--- config.mk ---
export PLATFORM = sky130hd
export DESIGN_NAME = bpsk_frame_loader
export DESIGN_NICKNAME = d
export VERILOG_FILES = /design/src/rtl/bpsk_frame_loader.sv
export SDC_FILE = /design/constraint.sdc
export NUM_CORES = 1
export LEC_CHECK = 0
export ABC_CLOCK_PERIOD_IN_PS = 2200
export BUFFER_PORTS_ARGS = -buffer_cell sky130_fd_sc_hd__buf_4
export CAP_MARGIN = 40
export CORE_ASPECT_RATIO = 1.2
export CORE_MARGIN = 1
export CORE_UTILIZATION = 47
export CTS_BUF_LIST = sky130_fd_sc_hd__clkbuf_4 sky130_fd_sc_hd__clkbuf_8
export CTS_CLUSTER_DIAMETER = 120
export DETAILED_ROUTE_END_ITERATION = 10
export PLACE_DENSITY = 0.84
export REMOVE_ABC_BUFFERS = 1
export SYNTH_ARGS = -nofsm -noshare
export SYNTH_HDL_FRONTEND = slang
export SYNTH_SLANG_ARGS = --single-unit
--- constraint.sdc ---
create_clock -name clk -period 2.2 [get_ports clk]
set_input_delay 0.22 -clock clk [delete_from_list [all_inputs] [get_ports clk]]
set_output_delay 0.22 -clock clk [all_outputs]
set_load 0.02 [all_outputs]
--- src/rtl/bpsk_frame_loader.sv ---
// -----------------------------------------------------------------------------
// bpsk_frame_loader
//
// Purpose: loads BPSK frames from an AXI-Stream slave into one of two ping-pong
// BRAM buffers and hands completed buffers to the BPSK controller. The
// controller reports playback progress via interrupt_num; the loader answers
// by pointing dual_ram_num at the next ready buffer (or 00 on underrun).
//
// Ports:
//   clk, rst                    single clock, synchronous active-high reset
//   s_axis_tdata/tvalid/tlast   frame words in (MSB transmitted first)
//   s_axis_tready               high while filling or draining a bad frame
//   interrupt_num[1:0]          controller: bit i high while buffer i+1's last
//                               word is addressed
//   dual_ram_num[1:0]           to controller: 01 buf1, 10 buf2, 00 empty frame
//   ram_clk/en/we/addr/wr_data  write-only BRAM port B (byte addresses)
//   frame_err                   1-cycle pulse on a mis-sized frame
//   underrun                    1-cycle pulse when no buffer is ready at swap
//   frames_played               count of completed playbacks (wraps)
// -----------------------------------------------------------------------------
module bpsk_frame_loader #(
   parameter int unsigned DATA_WIDTH  = 32,
   parameter int unsigned FRAME_WORDS = 38,
   parameter logic [31:0] RAM1_BASE   = 32'h100,
   parameter logic [31:0] RAM2_BASE   = 32'h200
) (
   input  logic                    clk,
   input  logic                    rst,
   input  logic [DATA_WIDTH-1:0]   s_axis_tdata,
   input  logic                    s_axis_tvalid,
   input  logic                    s_axis_tlast,
   output logic                    s_axis_tready,
   input  logic [1:0]              interrupt_num,
   output logic [1:0]              dual_ram_num,
   output logic                    ram_clk,
   output logic                    ram_en,
   output logic [DATA_WIDTH/8-1:0] ram_we,
   output logic [31:0]             ram_addr,
   output logic [DATA_WIDTH-1:0]   ram_wr_data,
   output logic                    frame_err,
   output logic                    underrun,
   output logic [15:0]             frames_played
);

   localparam int unsigned IDX_W = $clog2(FRAME_WORDS);
   localparam logic [IDX_W-1:0] LAST_IDX = IDX_W'(FRAME_WORDS - 1);

   // Write FSM states
   localparam logic [1:0] W_IDLE  = 2'd0;
   localparam logic [1:0] W_FILL  = 2'd1;
   localparam logic [1:0] W_DRAIN = 2'd2;

   // Per-buffer states
   localparam logic [1:0] B_EMPTY   = 2'd0;
   localparam logic [1:0] B_FILLING = 2'd1;
   localparam logic [1:0] B_READY   = 2'd2;
   localparam logic [1:0] B_PLAYING = 2'd3;

   logic [1:0]       wstate_q, wstate_d;
   logic [1:0][1:0]  buf_q, buf_d;       // [0] = buffer 1, [1] = buffer 2
   logic             sel_q, sel_d;       // buffer being filled: 0 = buf1, 1 = buf2
   logic [IDX_W-1:0] idx_q, idx_d;
   logic [1:0]       dual_q, dual_d;
   logic [1:0]       irq_q;
   logic             frame_err_q, frame_err_d;
   logic             underrun_q, underrun_d;
   logic [15:0]      played_q, played_d;

   logic       xfer;
   logic       fill_xfer;
   logic [1:0] irq_rise;
   logic [1:0] irq_fall;

   // tready is gated by rst so nothing is accepted while reset is held
   assign s_axis_tready = ~rst & ((wstate_q == W_FILL) | (wstate_q == W_DRAIN));
   assign xfer          = s_axis_tvalid & s_axis_tready;
   assign fill_xfer     = xfer & (wstate_q == W_FILL);

   assign irq_rise = interrupt_num & ~irq_q;
   assign irq_fall = ~interrupt_num & irq_q;

   // BRAM write is combinational from the transfer: zero-latency port B
   assign ram_clk     = clk;
   assign ram_en      = fill_xfer;
   assign ram_we      = fill_xfer ? '1 : '0;
   assign ram_addr    = fill_xfer ? ((sel_q ? RAM2_BASE : RAM1_BASE)
                                     + {{(32-IDX_W-2){1'b0}}, idx_q, 2'b00})
                                  : 32'h0;
   assign ram_wr_data = fill_xfer ? s_axis_tdata : '0;

   assign dual_ram_num  = dual_q;
   assign frame_err     = frame_err_q;
   assign underrun      = underrun_q;
   assign frames_played = played_q;

   always_comb begin
      // NOTE: every variable gets a default first so no path leaves it unassigned (no latches).
      wstate_d    = wstate_q;
      buf_d       = buf_q;
      sel_d       = sel_q;
      idx_d       = idx_q;
      dual_d      = dual_q;
      played_d    = played_q;
      frame_err_d = 1'b0;
      underrun_d  = 1'b0;

      // ---- write side: only touches EMPTY/FILLING buffers ----
      case (wstate_q)
         W_IDLE: begin
            if (buf_q[0] == B_EMPTY) begin
               sel_d    = 1'b0;
               buf_d[0] = B_FILLING;
               idx_d    = '0;
               wstate_d = W_FILL;
            end else if (buf_q[1] == B_EMPTY) begin
               sel_d    = 1'b1;
               buf_d[1] = B_FILLING;
               idx_d    = '0;
               wstate_d = W_FILL;
            end
         end
         W_FILL: begin
            if (xfer) begin
               if (idx_q == LAST_IDX) begin
                  if (s_axis_tlast) begin
                     buf_d[sel_q] = B_READY;
                     wstate_d     = W_IDLE;
                  end else begin
                     // Frame too long: drop it and swallow the rest up to tlast
                     frame_err_d  = 1'b1;
                     buf_d[sel_q] = B_EMPTY;
                     wstate_d     = W_DRAIN;
                  end
               end else if (s_axis_tlast) begin
                  frame_err_d  = 1'b1;
                  buf_d[sel_q] = B_EMPTY;
                  wstate_d     = W_IDLE;
               end else begin
                  idx_d = idx_q + 1'b1;
               end
            end
         end
         W_DRAIN: begin
            if (xfer && s_axis_tlast) wstate_d = W_IDLE;
         end
         default: wstate_d = W_IDLE;
      endcase

      // ---- playback side: decisions use pre-update buffer states, so a
      // frame completing in the same cycle as a swap request is not seen
      // until the following cycle (publish then picks it up) ----
      if (dual_q == 2'b00) begin
         if (buf_q[0] == B_READY) begin
            dual_d   = 2'b01;
            buf_d[0] = B_PLAYING;
         end else if (buf_q[1] == B_READY) begin
            dual_d   = 2'b10;
            buf_d[1] = B_PLAYING;
         end
      end else if (irq_rise[0] && dual_q == 2'b01) begin
         played_d = played_q + 16'd1;
         if (buf_q[1] == B_READY) begin
            dual_d   = 2'b10;
            buf_d[1] = B_PLAYING;
         end else begin
            dual_d     = 2'b00;
            underrun_d = 1'b1;
         end
      end else if (irq_rise[1] && !irq_rise[0] && dual_q == 2'b10) begin
         // bit0 wins when both bits rise together
         played_d = played_q + 16'd1;
         if (buf_q[0] == B_READY) begin
            dual_d   = 2'b01;
            buf_d[0] = B_PLAYING;
         end else begin
            dual_d     = 2'b00;
            underrun_d = 1'b1;
         end
      end

      // A falling edge means the controller has finished with that buffer
      if (irq_fall[0]) buf_d[0] = B_EMPTY;
      if (irq_fall[1]) buf_d[1] = B_EMPTY;
   end

   always_ff @(posedge clk) begin
      if (rst) begin
         wstate_q    <= W_IDLE;
         buf_q       <= {B_EMPTY, B_EMPTY};
         sel_q       <= 1'b0;
         idx_q       <= '0;
         dual_q      <= 2'b00;
         irq_q       <= 2'b00;
         frame_err_q <= 1'b0;
         underrun_q  <= 1'b0;
         played_q    <= 16'd0;
      end else begin
         // NOTE: non-blocking assignments so all state updates from the same edge's values.
         wstate_q    <= wstate_d;
         buf_q       <= buf_d;
         sel_q       <= sel_d;
         idx_q       <= idx_d;
         dual_q      <= dual_d;
         irq_q       <= interrupt_num;
         frame_err_q <= frame_err_d;
         underrun_q  <= underrun_d;
         played_q    <= played_d;
      end
   end

endmodule

==> impl_metrics.ini <==
[outcome]
status = completed

[finish]
instances_no_fill = 460
nNetsFinal = 444
finish.utilization_pct = 66.69
regArea_sq_um = 700.7
multi_input_area_sq_um = 1484
drive_above_1_share_pct = 34.25
num-fill-cells = 430
antenna_cells = 0
syn2layout_area_growth_pct = 36.42
stdcell_area_sq_um = 3294

[placement]
io_buffers = 104
pre_cts_slack_ns = 0.1980
placed_area_sq_um = 3104
gp_congestion = 0.7815
placedCellCount = 444
dpl.hpwl_um = 4776

[grt]
grt_usage_pct = 24.87
grt_first_pass_wirelength_um = 10200
antenna_found_initial = 0
grt_max_degree = 36
grt_overflow = 0
first_global_vias = 2276

[floorplan]
num_rows = 28
die_area_sq_um = 5430
die_x_um = 67.44
ios = 129
die_h_um = 80.52
start_util_pct = 48.89
core_area_sq_um = 4940

[route]
finalWirelength_um = 6481
ant_nets = 0
wl_per_cell_um = 14.09
drt_iter0_markers = 179
route.vias.total = 2444
drt-vias-per-instance = 5.313
drc_errors = 0
dr.pass1.iters = 4

[synthesis]
synth_common_cells = and2_1, dfxtp_1, buf_4
yosysTopAreaCellShare_pct = 29.02
yosys_warnings = 0
synth_edf_count = 0
yosys-top-cells-area = dfxtp_1, and2_1, buf_4
synth.most_common_cell = and2_1
postSynthCellCount = 295
seq_area_frac_synth_pct = 29.02
ys_ff_latch = 35
ys_types = 59
synth_area_sq_um = 2415
syn_area_per_cell_sq_um = 8.186
ys_async_sr_fraction_pct = 0
synth.largest_area_cell = dfxtp_1
ys.flop_type = dfxtp_1

[clocking]
path_clk_slew_ns = 0.08
insertion_delay_ns = 0.39
cts_tree = built
postCtsHoldBufs = 0

[job]
drv_cap = 0

[setup_path]
critPathKind = flip-flop to output pin
crit_cells = 7
arrival_ns = 1.83
cp_top_family = buffers and inverters
cpMaxStageDelayCell = dfxtp_1
crit_fanout = 26
cp-end-kind = output pin
path_cells = inv_1 > ha_4 > nand4b_4 > inv_6 > buf_8 > and2_1 > buf_4
critPathRequiredTime_ns = 1.98
timing.critical_path.buf_inv = 4
rr_worst_depth = 6
critPathLaunchType = flip-flop
slowest_delay_ns = 0.34

[sta]
fmax_ghz = 0.4883
finalCritPeriodShare_pct = 93.09
fin_skew_ns = 0.01189
slew_viol_final = 0
finalSetupViolations = 0
fin_ws_ns = 0.1520
tns_ns = 0
worstMarginPinSlew_ns = 0.6823
fin_crit_ns = 2.048
grt_setup_unrepaired = false
relSlewSlack_pct = 54.41
hold_viol_final = 0

[power_and_ir_drop]
clockPowerShare_pct = 34.2
swShare_pct = 34.09
power_density_nw_per_um2 = 573.9
p_int_mw = 1.246
p_comb_share_pct = 29.3
power.switching_mw = 0.6445
ir_drop_mv = 0.2929
seqPwrFrac_pct = 36.6
power_leakage_nw = 1.534

[hold_path]
holdPathStages = 3
hold_class = input port to flip-flop
-- stage by stage --
| step | power [mW] | hold WS (ns) |
|---|---|---|
| 2_1_floorplan | 1.026 | 0.2200 |
| 3_3_place_gp | 1.256 | 0.3326 |
| 3_5_place_dp | 1.268 | 0.3326 |
| 4_1_cts | 1.871 | 0.03483 |
| 5_1_grt | 1.989 | 0.04018 |
| 6_report | 1.891 | 0.04464 |
-- routing by layer --
metal  vias to the layer above  GRT usage [%]  part of all wire, %
li1                       1185              -                    -
met1                      1136          28.41                   39
met2                       115          43.40                   51
met3                         8          5.540                  8.5
met4                         0          10.21                  1.3
met5                         -              0                    0
-- sequential cells by signal, indices dropped and copies added (netlist names) --
signal         flops
dual_ram_num       2
buf_q              4
idx_q              6
irq_q              2
frame_err          1
wstate_q           2
sel_q              1
underrun           1
frames_played     16
-- power groups by stage --
stage	Clock, mW	Sequential [mW]	Combinational (mW)
final	0.646	0.691	0.554
after global routing	0.697	0.696	0.596
after CTS	0.662	0.690	0.519
after detailed placement	0.0531	0.705	0.511
after global placement	0.0531	0.703	0.499
after floorplan	0	0.698	0.328
-- cells in the final DEF, fill, tap and decap left out, types with 2 or more instances in the layout --
cell type and instances:
dfxtp_1 35, and2_1 36, nand4_1 5, nand3_1 10, a31oi_1 7, conb_1 24, ha_1 5, nor2b_1 7
o31ai_1 6, nor3b_1 2, o21ai_0 4, nand2_1 14, nand2b_1 6, nor4_1 2, o21ai_1 4, mux2_1 5
and4b_1 2, or4_1 5, nor3_1 4, a211oi_1 2, clkbuf_8 8, buf_4 111, o41ai_1 2, inv_1 14
clkinv_2 3, or3_1 5, nor2_1 21, mux2i_1 4, a21oi_1 16
-- tightest hold or removal path, stage by stage --
cell	delay [ns]
buf_4	0.08
inv_1	0.04
nor2_1	0.07
-- area by class of cell --
| class | instances | area share, % |
|---|---|---|
| multi-input cells | 227 | 45.04 |
| repair buffers | 111 | 25.52 |
| clock inverters | 3 | 0.4558 |
| well taps | 60 | 2.279 |
| flip-flops and latches | 35 | 21.27 |
| clock buffers | 9 | 3.570 |
| inverters | 15 | 1.861 |
-- kinds of logic after synthesis --
kind of cell / share of synthesized area, %
flip-flops: 29.02
multiplexers: 4.456
AND/OR/NAND/NOR: 32.49
XOR/XNOR: 0.3628
AO/OA/AOI/OAI: 16.17
adder cells (fa/ha/maj): 3.627
buffers and inverters: 13.73
other: 0.1553
-- path summary, 6_finish.rpt --
| kind | from | endpoint | slack, ns |
|---|---|---|---|
| max | wstate_q[0] | ram_wr_data[20] | 0.15 |
| min | interrupt_num[1] | irq_q[1] | 0.04 |
| max reg2reg | idx_q[0] | wstate_q[1] | 0.27 |
| min reg2reg | wstate_q[1] | wstate_q[1] | 0.49 |
-- timing repair --
item / in CTS / in global routing
pin swaps: 0 / 1
setup endpoints to repair: 26 / 35
cloned: 0 / 0
setup buffers: 3 / 2
gates resized for setup: 3 / 3
Note: power is estimated with default switching activity, not from simulation.
